===== config.mk =====
export PLATFORM = sky130hd
export DESIGN_NAME = bpsk_seq_mod
export DESIGN_NICKNAME = d
export VERILOG_FILES = /design/src/rtl/bpsk_seq_mod.sv
export SDC_FILE = /design/constraint.sdc
export NUM_CORES = 1
export LEC_CHECK = 0
export BUFFER_PORTS_ARGS = -buffer_cell sky130_fd_sc_hd__buf_2
export CORE_MARGIN = 3
export CORE_UTILIZATION = 50
export CTS_CLUSTER_SIZE = 10
export DETAILED_ROUTE_END_ITERATION = 8
export PLACE_DENSITY = 0.69
export SYNTH_ARGS = -nofsm -noshare
export SYNTH_HDL_FRONTEND = slang
export SYNTH_SLANG_ARGS = --single-unit

===== constraint.sdc =====
create_clock -name clk -period 14.8 [get_ports clk]
set_input_delay 3.7 -clock clk [delete_from_list [all_inputs] [get_ports clk]]
set_output_delay 3.7 -clock clk [all_outputs]
set_load 0.03 [all_outputs]

===== src/rtl/bpsk_seq_mod.sv =====
`default_nettype none
// ============================================================================
// Module   : bpsk_seq_mod
// Brief    : Sequence-coded BPSK mixer. It phase-codes an offset-binary DDS
//            carrier with a stored chip sequence (Barker-13 by default). Each
//            chip lasts SAMPLES_PER_CHIP valid samples, and the code repeats
//            n_rep times (0 = until stop). The output sits at midscale
//            whenever no pulse is active.
//            Optional macro BPSK_SEQ_RAMP_EN: at a chip boundary where the
//            code bit changes, the gain slews 2 per sample instead of
//            flipping hard.
// Revision : 1.0 - initial release
// ============================================================================
module bpsk_seq_mod #(
  parameter int                  DATA_W           = 14,
  parameter int                  CODE_LEN         = 13,
  parameter logic [CODE_LEN-1:0] CODE             = 13'b1111100110101,
  parameter int                  SAMPLES_PER_CHIP = 40,
  parameter int                  RAMP_LOG2        = 3,
  localparam int                 CI_W             = (CODE_LEN > 1) ? $clog2(CODE_LEN) : 1
) (
  input  logic              clk,
  input  logic              rst,
  input  logic              start,
  input  logic              stop,
  input  logic [7:0]        n_rep,
  input  logic              sample_valid,
  input  logic [DATA_W-1:0] senial,
  output logic [DATA_W-1:0] senial_mod,
  output logic              mod_valid,
  output logic              busy,
  output logic [CI_W-1:0]   chip_idx,
  output logic              done
);

  localparam int SC_W = $clog2(SAMPLES_PER_CHIP);
  localparam int R    = 1 << RAMP_LOG2;
  localparam int GW   = RAMP_LOG2 + 3;
  localparam int PW   = DATA_W + 1 + GW;

  localparam logic [DATA_W-1:0]    MID    = {1'b1, {(DATA_W-1){1'b0}}};
  localparam logic signed [GW-1:0] G_POS  = GW'(R);
  localparam logic signed [GW-1:0] G_NEG  = GW'(-R);
  localparam logic signed [PW-1:0] MID_W  = PW'(MID);
  localparam logic signed [PW-1:0] MAX_W  = PW'({DATA_W{1'b1}});

  // Chip 0 is the MSB of CODE; reversing lets chip_idx index directly.
  function automatic logic [CODE_LEN-1:0] rev_code(input logic [CODE_LEN-1:0] c);
    for (int i = 0; i < CODE_LEN; i++) rev_code[i] = c[CODE_LEN-1-i];
  endfunction
  localparam logic [CODE_LEN-1:0] CODE_REV = rev_code(CODE);

  typedef enum logic {IDLE = 1'b0, RUN = 1'b1} state_t;

  state_t                  state;
  logic [SC_W-1:0]         samp_cnt;
  logic [7:0]              rep_cnt;
  logic [7:0]              n_rep_q;
  logic signed [GW-1:0]    g_tgt;
  logic signed [GW-1:0]    g_cur;
  logic                    take;
  logic                    samp_last;
  logic                    chip_last;
  logic                    rep_last;
  logic                    last_smp;
`ifdef BPSK_SEQ_RAMP_EN
  logic signed [GW-1:0]    g_prev;
  logic signed [GW-1:0]    g_up;
  logic signed [GW-1:0]    g_dn;
`endif

  // Pipeline registers
  logic                    v1;
  logic                    l1;
  logic signed [DATA_W:0]  d1;
  logic signed [GW-1:0]    g1;
  logic signed [PW-1:0]    prod;
  logic signed [PW-1:0]    scaled;
  logic signed [PW-1:0]    sum;
  logic [DATA_W-1:0]       y_sat;

  assign busy = (state == RUN);

  // Sample acceptance, end-of-burst detection and the gain for the current sample
  always_comb begin
    take      = (state == RUN) && !stop && sample_valid;
    samp_last = (samp_cnt == SC_W'(SAMPLES_PER_CHIP - 1));
    chip_last = (chip_idx == CI_W'(CODE_LEN - 1));
    rep_last  = (n_rep_q != 8'd0) && (rep_cnt == n_rep_q - 8'd1);
    last_smp  = take && samp_last && chip_last && rep_last;
    g_tgt     = CODE_REV[chip_idx] ? G_POS : G_NEG;
`ifdef BPSK_SEQ_RAMP_EN
    // Slew from the previous sample's gain toward the chip's target.
    g_up = g_prev + GW'(2);
    g_dn = g_prev - GW'(2);
    if (g_prev < g_tgt)      g_cur = (g_up > g_tgt) ? g_tgt : g_up;
    else if (g_prev > g_tgt) g_cur = (g_dn < g_tgt) ? g_tgt : g_dn;
    else                     g_cur = g_prev;
`else
    g_cur = g_tgt;
`endif
  end

  // Burst control FSM: chip/sample/repetition counters
  always_ff @(posedge clk or negedge rst) begin
    if (!rst) begin
      state    <= IDLE;
      samp_cnt <= '0;
      chip_idx <= '0;
      rep_cnt  <= '0;
      n_rep_q  <= '0;
`ifdef BPSK_SEQ_RAMP_EN
      g_prev   <= '0;
`endif
    end else begin
      case (state)
        IDLE: begin
          if (start && !stop) begin
            state    <= RUN;
            n_rep_q  <= n_rep;
            samp_cnt <= '0;
            chip_idx <= '0;
            rep_cnt  <= '0;
`ifdef BPSK_SEQ_RAMP_EN
            // No ramp out of idle: first chip starts at full gain.
            g_prev   <= CODE_REV[0] ? G_POS : G_NEG;
`endif
          end
        end
        RUN: begin
          if (stop) begin
            state    <= IDLE;
            samp_cnt <= '0;
            chip_idx <= '0;
          end else if (sample_valid) begin
`ifdef BPSK_SEQ_RAMP_EN
            g_prev <= g_cur;
`endif
            if (samp_last) begin
              samp_cnt <= '0;
              if (chip_last) begin
                chip_idx <= '0;
                rep_cnt  <= rep_cnt + 8'd1;
              end else begin
                chip_idx <= chip_idx + CI_W'(1);
              end
            end else begin
              samp_cnt <= samp_cnt + SC_W'(1);
            end
            if (last_smp) state <= IDLE;
          end
        end
        default: state <= IDLE;
      endcase
    end
  end

  // Scale, re-bias and clamp the stage-1 sample
  always_comb begin
    prod   = PW'(d1) * PW'(g1);
    scaled = prod >>> RAMP_LOG2;
    sum    = scaled + MID_W;
    if (sum < 0)          y_sat = '0;
    else if (sum > MAX_W) y_sat = {DATA_W{1'b1}};
    else                  y_sat = sum[DATA_W-1:0];
  end

  // Two-stage datapath: capture (d, g), then multiply/saturate into the output
  always_ff @(posedge clk or negedge rst) begin
    if (!rst) begin
      v1         <= 1'b0;
      l1         <= 1'b0;
      d1         <= '0;
      g1         <= '0;
      senial_mod <= MID;
      mod_valid  <= 1'b0;
      done       <= 1'b0;
    end else begin
      v1 <= take;
      l1 <= last_smp;
      if (take) begin
        d1 <= $signed({1'b0, senial}) - $signed({1'b0, MID});
        g1 <= g_cur;
      end
      mod_valid <= v1;
      done      <= v1 && l1;
      if (v1)                 senial_mod <= y_sat;
      else if (state == IDLE) senial_mod <= MID;
    end
  end

endmodule
`default_nettype wire


# Yosys cells after proc, flatten, opt, wreduce, memory -nomap -nowiden
# Memory sizes are Yosys's and may differ from the RTL's.
# Cells that the tools add are included.
[totals] word_cells=77 ff_bits=66 rom_bits=16 memories=1
[op_classes] n_bitwise=1 n_reduce_logical=14 n_mux=28 n_mul=1 eq_ne=11 add_sub_neg=6 n_lt_le_gt_ge=3
[memory_table] memory="(no name shown)" words=16 width=1 rd=1 rd_ports_with_merged_regs=0 write_ports=0 line="91" text="g_tgt = CODE_REV[chip_idx] ? G_POS : G_NEG;"
[ops] cell="two-way mux 14 bit" n=4
[ops] cell="two-way mux 8 bit" n=5
[ops] cell="two-way mux 6 bit" n=5
[ops] cell="multiplier 15 x 6 -> 21 bit" n=1
[ops] cell="two-way mux 4 bit" n=5
[ops] cell="adder 18 x 15 -> 19 bit, second input constant" n=1
[ops] cell="greater-than comparator 19 x 15 -> 1 bit, second input constant" n=1
[ops] cell="< comparator 19 x 1 -> 1 bit, second input constant" n=1
[ops] cell="one-hot mux 8 bit (2 select lines)" n=1
[ops] cell="subtractor 14 x 14 -> 15 bit, second input constant" n=1
[ops] cell="one-hot mux 6 bit (2 select lines)" n=1
[ops] cell="adder 8 x 1 -> 8 bit, second input constant" n=1
[ops] cell="== test 8 bit" n=1
[ops] cell="logical AND 1 bit" n=8
[ops] cell="one-hot mux 4 bit (2 select lines)" n=1
[ops] cell="nonzero test 8 bit" n=1
[ops] cell="subtractor 8 x 1 -> 8 bit, second input constant" n=1
[ops] cell="adder 6 x 1 -> 6 bit, second input constant" n=1
[ops] cell="== test 6 bit, second input constant" n=1
[ops] cell="inequality test 2 x 1 -> 1 bit, second input constant" n=3
[ops] cell="inequality test 2 bit, second input constant" n=3
[ops] cell="< comparator 4 x 5 -> 1 bit, second input constant" n=1
[ops] cell="two-way mux 1 bit" n=5
[ops] cell="AND reduction 5 bit" n=1
[ops] cell="9 further kinds" n=10

# Longest topological paths before layout
[depth] depth_word=10 ltp_mapped=24

# Least setup slack after synthesis
# OpenSTA, ideal clock, no wires.
[synth_path] path_kind="input -> register" from="in stop" to="reg state (netlist: busy)" setup_slack_ns=9.385 arrival_time_ns=5.277 cell_stages=9 setup_ns=0.138 required_ns=14.662 n_path_buf=1 cell_sequence="and2b_1 > nand2_2 > inv_1 > and3_1 > clkbuf_2 > nand4_1 > or4_1 > a2111oi_4 > o21ai_1"
[synth_via] elab_chain_len=10
[synth_rtl] element="start, declared" line="25" text="input logic stop,"
[synth_rtl] element="logical NOT 1 bit" line="86" text="take = (state == RUN) && !stop && sample_valid;"
[synth_rtl] element="logical AND 1 bit (2 in series)" line="86"
[synth_rtl] element="logical AND 1 bit (3 in series)" line="90" text="last_smp = take && samp_last && chip_last && rep_last;"
[synth_rtl] element="named net last_smp" line="65" text="logic last_smp;"
[synth_rtl] element="two-way mux 1 bit" line="150" text="if (last_smp) state <= IDLE;"
[synth_rtl] element="two-way mux 1 bit" line="135" text="end else if (sample_valid) begin"
[synth_rtl] element="two-way mux 1 bit" line="131" text="if (stop) begin"
[synth_rtl] element="one-hot mux 1 bit (2 select lines)" line="116" text="case (state)"
[synth_rtl] element="end signal, assigned" line="119" text="state <= RUN;"
[synth_rtl] element="end signal, assigned" line="132" text="state <= IDLE;"
[synth_rtl] element="end signal, assigned" line="150"
[synth_rtl] element="end, declared" line="55" text="state_t state;"
# The timed path passes the listed nets, and every way through them passes these cells.
# A chain may end at the register's enable or synchronous reset.

# Worst setup path in the final report
[layout_path] from="reg g1[4]" to="reg senial_mod[5]"
[layout_via] elab_chain_len=6
[layout_rtl] element="start, declared" line="76" text="logic signed [GW-1:0] g1;"
[layout_rtl] element="start signal, assigned" line="183" text="g1 <= g_cur;"
[layout_rtl] element="multiplier 15 x 6 -> 21 bit (*)" line="160" text="prod = PW'(d1) * PW'(g1);"
[layout_rtl] element="adder 18 x 15 -> 19 bit (*)" line="162" text="sum = scaled + MID_W;"
[layout_rtl] element="greater-than comparator 19 x 15 -> 1 bit" line="164" text="else if (sum > MAX_W) y_sat = {DATA_W{1'b1}};"
[layout_rtl] element="two-way mux 14 bit" line="164"
[layout_rtl] element="two-way mux 14 bit (*)" line="163" text="if (sum < 0) y_sat = '0;"
[layout_rtl] element="two-way mux 14 bit (*)" line="187" text="if (v1) senial_mod <= y_sat;"
[layout_rtl] element="end signal, assigned" line="187"
[layout_rtl] element="end, declared" line="29" text="output logic [DATA_W-1:0] senial_mod,"
# Every way passes the cells marked *; elsewhere a longest branch is shown, timed or not.

==> results.toml <==
[sta]
hold_violations = 0
fin_setup_tns_ns = 0
finalWorstSetupSlack_ns = 8.853
slew-limit-headroom_pct = 27.84
max_freq_mhz = 168.2
min_period_over_period_pct = 40.18
period_needed_ns = 5.947
rsz0062_at_grt = "no"
setup_viol = 0
finClkSkew_ns = 0.01327
report.final.slew_viol_count = 0
worst_pin_slew_ns = 1.078

[grt]
grt_pass1_wl_mm = 18.40
antenna_found_initial = 0
overflow = 0
grt_pass1_vias = 4087
grt_usage_pct = 19.48
grt_max_degree = 62

[yosys]
synth-xor-area-share_pct = 5.562
syn-cell-area_sq_um = 5039
yosysMostFrequentCell = "nand2_1"
synth_top_family_by_area = "simple AND/OR/NAND/NOR gates"
seq_area_frac_synth_pct = 30.32
synth_ff_type = "dfrtp_1"
synthMuxAreaShare_pct = 1.366
synth_area_leaders = "dfrtp_1, ha_1, nand2_1, fa_1, xnor2_1"
synthDistinctLibCells = 60
yosysTopAreaCellShare_pct = 29.80
synth-simple-area-share_pct = 24.36
ys_ff_latch = 61
synth-edff-count = 0
synth_fp_nets = 667
synth_fa_ha_area_share_pct = 21.85
synthTopCellsByCount = "nand2_1, ha_1, dfrtp_1"
synth_compound_area_share_pct = 12.66
ys_warn_count = 0
synth.largest_area_cell = "dfrtp_1"
avgSynthCellArea_sq_um = 8.981
synthArstFlopShare_pct = 100.0
syn_inst = 561

[layout]
diodes = 0
seq_area_sq_um = 1528
fin_nets = 705
synthToLayoutAreaGrowth_pct = 9.188
multiInputGateArea_sq_um = 3321
drive_gt1_share_pct = 13.46
final_cells = 735
num-fill-cells = 922

[clock_tree]
clk_latency_ns = 0.33
numCtsBuffers = 9
post_cts_resized = 0
cts.sinks = 61
cts_htree_levels = 3
cts_tree = "built"
cts-hold-fix-buffers = 0
clk_transition_reported_paths_ns = 0.07
cts_buffer_depth = 2
cts_root_buf = "clkbuf_8"
cts_setup_buffers = 0

[floorplanning]
start_util_pct = 51.55
ios = 48
coreArea_sq_um = 9774
die_w_um = 106.4
rows = 36
die_area_sq_um = 11320
die_h_um = 106.4

[drt]
firstDrtPassIters = 4
first_iter_violations = 175
avgViaCountPerCell = 5.507
vias = 4048
wl_per_cell_um = 14.01
drc = 0
wl_mm = 10.30
antenna_left = 0

[power_and_ir_drop]
p_per_area_nw_per_um2 = 100.3
ir_worst_vdd_v = 0.00005288
p_leak_nw = 2.897

[setup_path]
crit_fanout = 30
setup.worst_path.start = "g1[4]$_DFFE_PN0P_"
end_kind = "register"
cp.arrival_ns = 6.20
startpoint_type = "register"
rr_startpoint = "g1[4]$_DFFE_PN0P_"
crit_required_ns = 15.06
critPathKind = "reg2reg"

[placement]
place_ws_ns = 8.662
dp_cells = 721
io_buffers = 47
hpwl_mm = 8.000
routabilityCongestion = 0.8950

[flow_run]
maxCapViolations = 0

[outcome]
status = "finished, final reports clean"

[worst_hold_path]
hold_start = "l1$_DFF_PN0_"
hp-class = "reg2reg"
[cells by family after synthesis]
| group | after synthesis |
|---|---|
| multiplexers | 6 |
| flip-flops | 61 |
| AND/OR/NAND/NOR | 244 |
| buffers and inverters | 47 |
| adder cells (fa/ha/maj) | 79 |
| XOR/XNOR | 32 |
| AO/OA/AOI/OAI | 92 |
[critical path, cell delays in order, from the launching register on]
cell	delay, ns
dfrtp_1	0.82
nand2b_1	0.17
fa_1	0.56
inv_1	0.04
ha_1	0.28
ha_1	0.29
ha_1	0.30
ha_1	0.42
a21oi_1	0.24
o21ai_0	0.16
or2_2	0.30
o221a_2	0.29
inv_1	0.12
ha_1	0.16
nand4_1	0.08
nor4_1	0.24
and3_1	0.18
nand4_1	0.13
o311ai_2	0.78
nor3b_1	0.13
o21ai_1	0.15
[per-layer routing]
metal / track usage, % / part of all wire (%) / up-vias / wire length, um
li1: - / - / 2020 / -
met1: 25.64 / 47 / 1951 / 4805
met2: 33.17 / 49 / 63 / 5075
met3: 2.550 / 2.7 / 14 / 275
met4: 6.383 / 1.4 / 0 / 140
met5: 0 / 0 / - / 0
[path summary, 6_finish.rpt]
kind / cells past startpoint / slack (ns) / end
worst max-delay path: 20 / 8.85 / senial_mod[5]$_DFFE_PN0P_
worst min-delay path: 1 / 0.47 / done$_DFF_PN0_
worst max register to register: 20 / 8.85 / senial_mod[5]$_DFFE_PN0P_
worst min register to register: 1 / 0.47 / done$_DFF_PN0_
max in group asynchronous: 2 / 10.76 / senial_mod[0]$_DFFE_PN0P_
min in group asynchronous: 2 / 3.50 / d1[10]$_DFFE_PN0P_
[power by group]
| group | total, W | internal [W] | switching, W |
|---|---|---|---|
| clock | 0.000119 | 0.0000581 | 0.0000614 |
| sequential | 0.000212 | 0.000188 | 0.0000233 |
| combinational | 0.000221 | 0.0000877 | 0.000133 |
| total | 0.000552 | 0.000334 | 0.000218 |
[through the flow]
| stage | hold WS [ns] | power (W) | util (%) | area, sq um |
|---|---|---|---|---|
| after floorplan | 0.4196 | 0.0003828 | - | 5039 |
| after global placement | 0.4663 | 0.0004297 | 54.79 | 5355 |
| after detailed placement | 0.4570 | 0.0004363 | 54.79 | 5355 |
| after CTS | 0.4741 | 0.0005588 | 56.29 | 5502 |
| after global routing | 0.5092 | 0.0005963 | 56.29 | 5502 |
| final | 0.4658 | 0.0005520 | 56.29 | 5502 |
[cell type report]
type / count / area share (%)
sequential: 61 / 27.77
clock buffer: 11 / 2.388
multi-input combinational: 453 / 60.36
timing repair buffer: 48 / 4.412
clock inverter: 3 / 0.2729
inverter: 26 / 1.774
tap: 133 / 3.025
[placed cells by master (no fill, tap or decap), drive strengths merged, types with 6 or more instances in the layout]
cell    synthesis  final
buf             8     48
nor3           16     16
a21o            9      9
and2           22     22
nand3          15     15
nand4          10     10
fa             15     15
ha             64     64
inv            26     26
and3            6      6
nand2b          9      9
o21ai          36     36
nor2           27     27
xnor2          16     16
nand2         103    103
clkbuf         13     11
nor2b          15     15
dfrtp          60     60
a21oi          15     15
xor2           16     16
a211oi          6      6
[registers in the layout, summed over array words and instances, names as in the netlist]
signal and flops:
samp_cnt 6, mod_valid 1, chip_idx 4, v1 1, d1 14, senial_mod 14
g1 2, rep_cnt 8, busy 1, n_rep_q 8, done 1, l1 1
No activity file was read; power rests on OpenSTA's default activity.
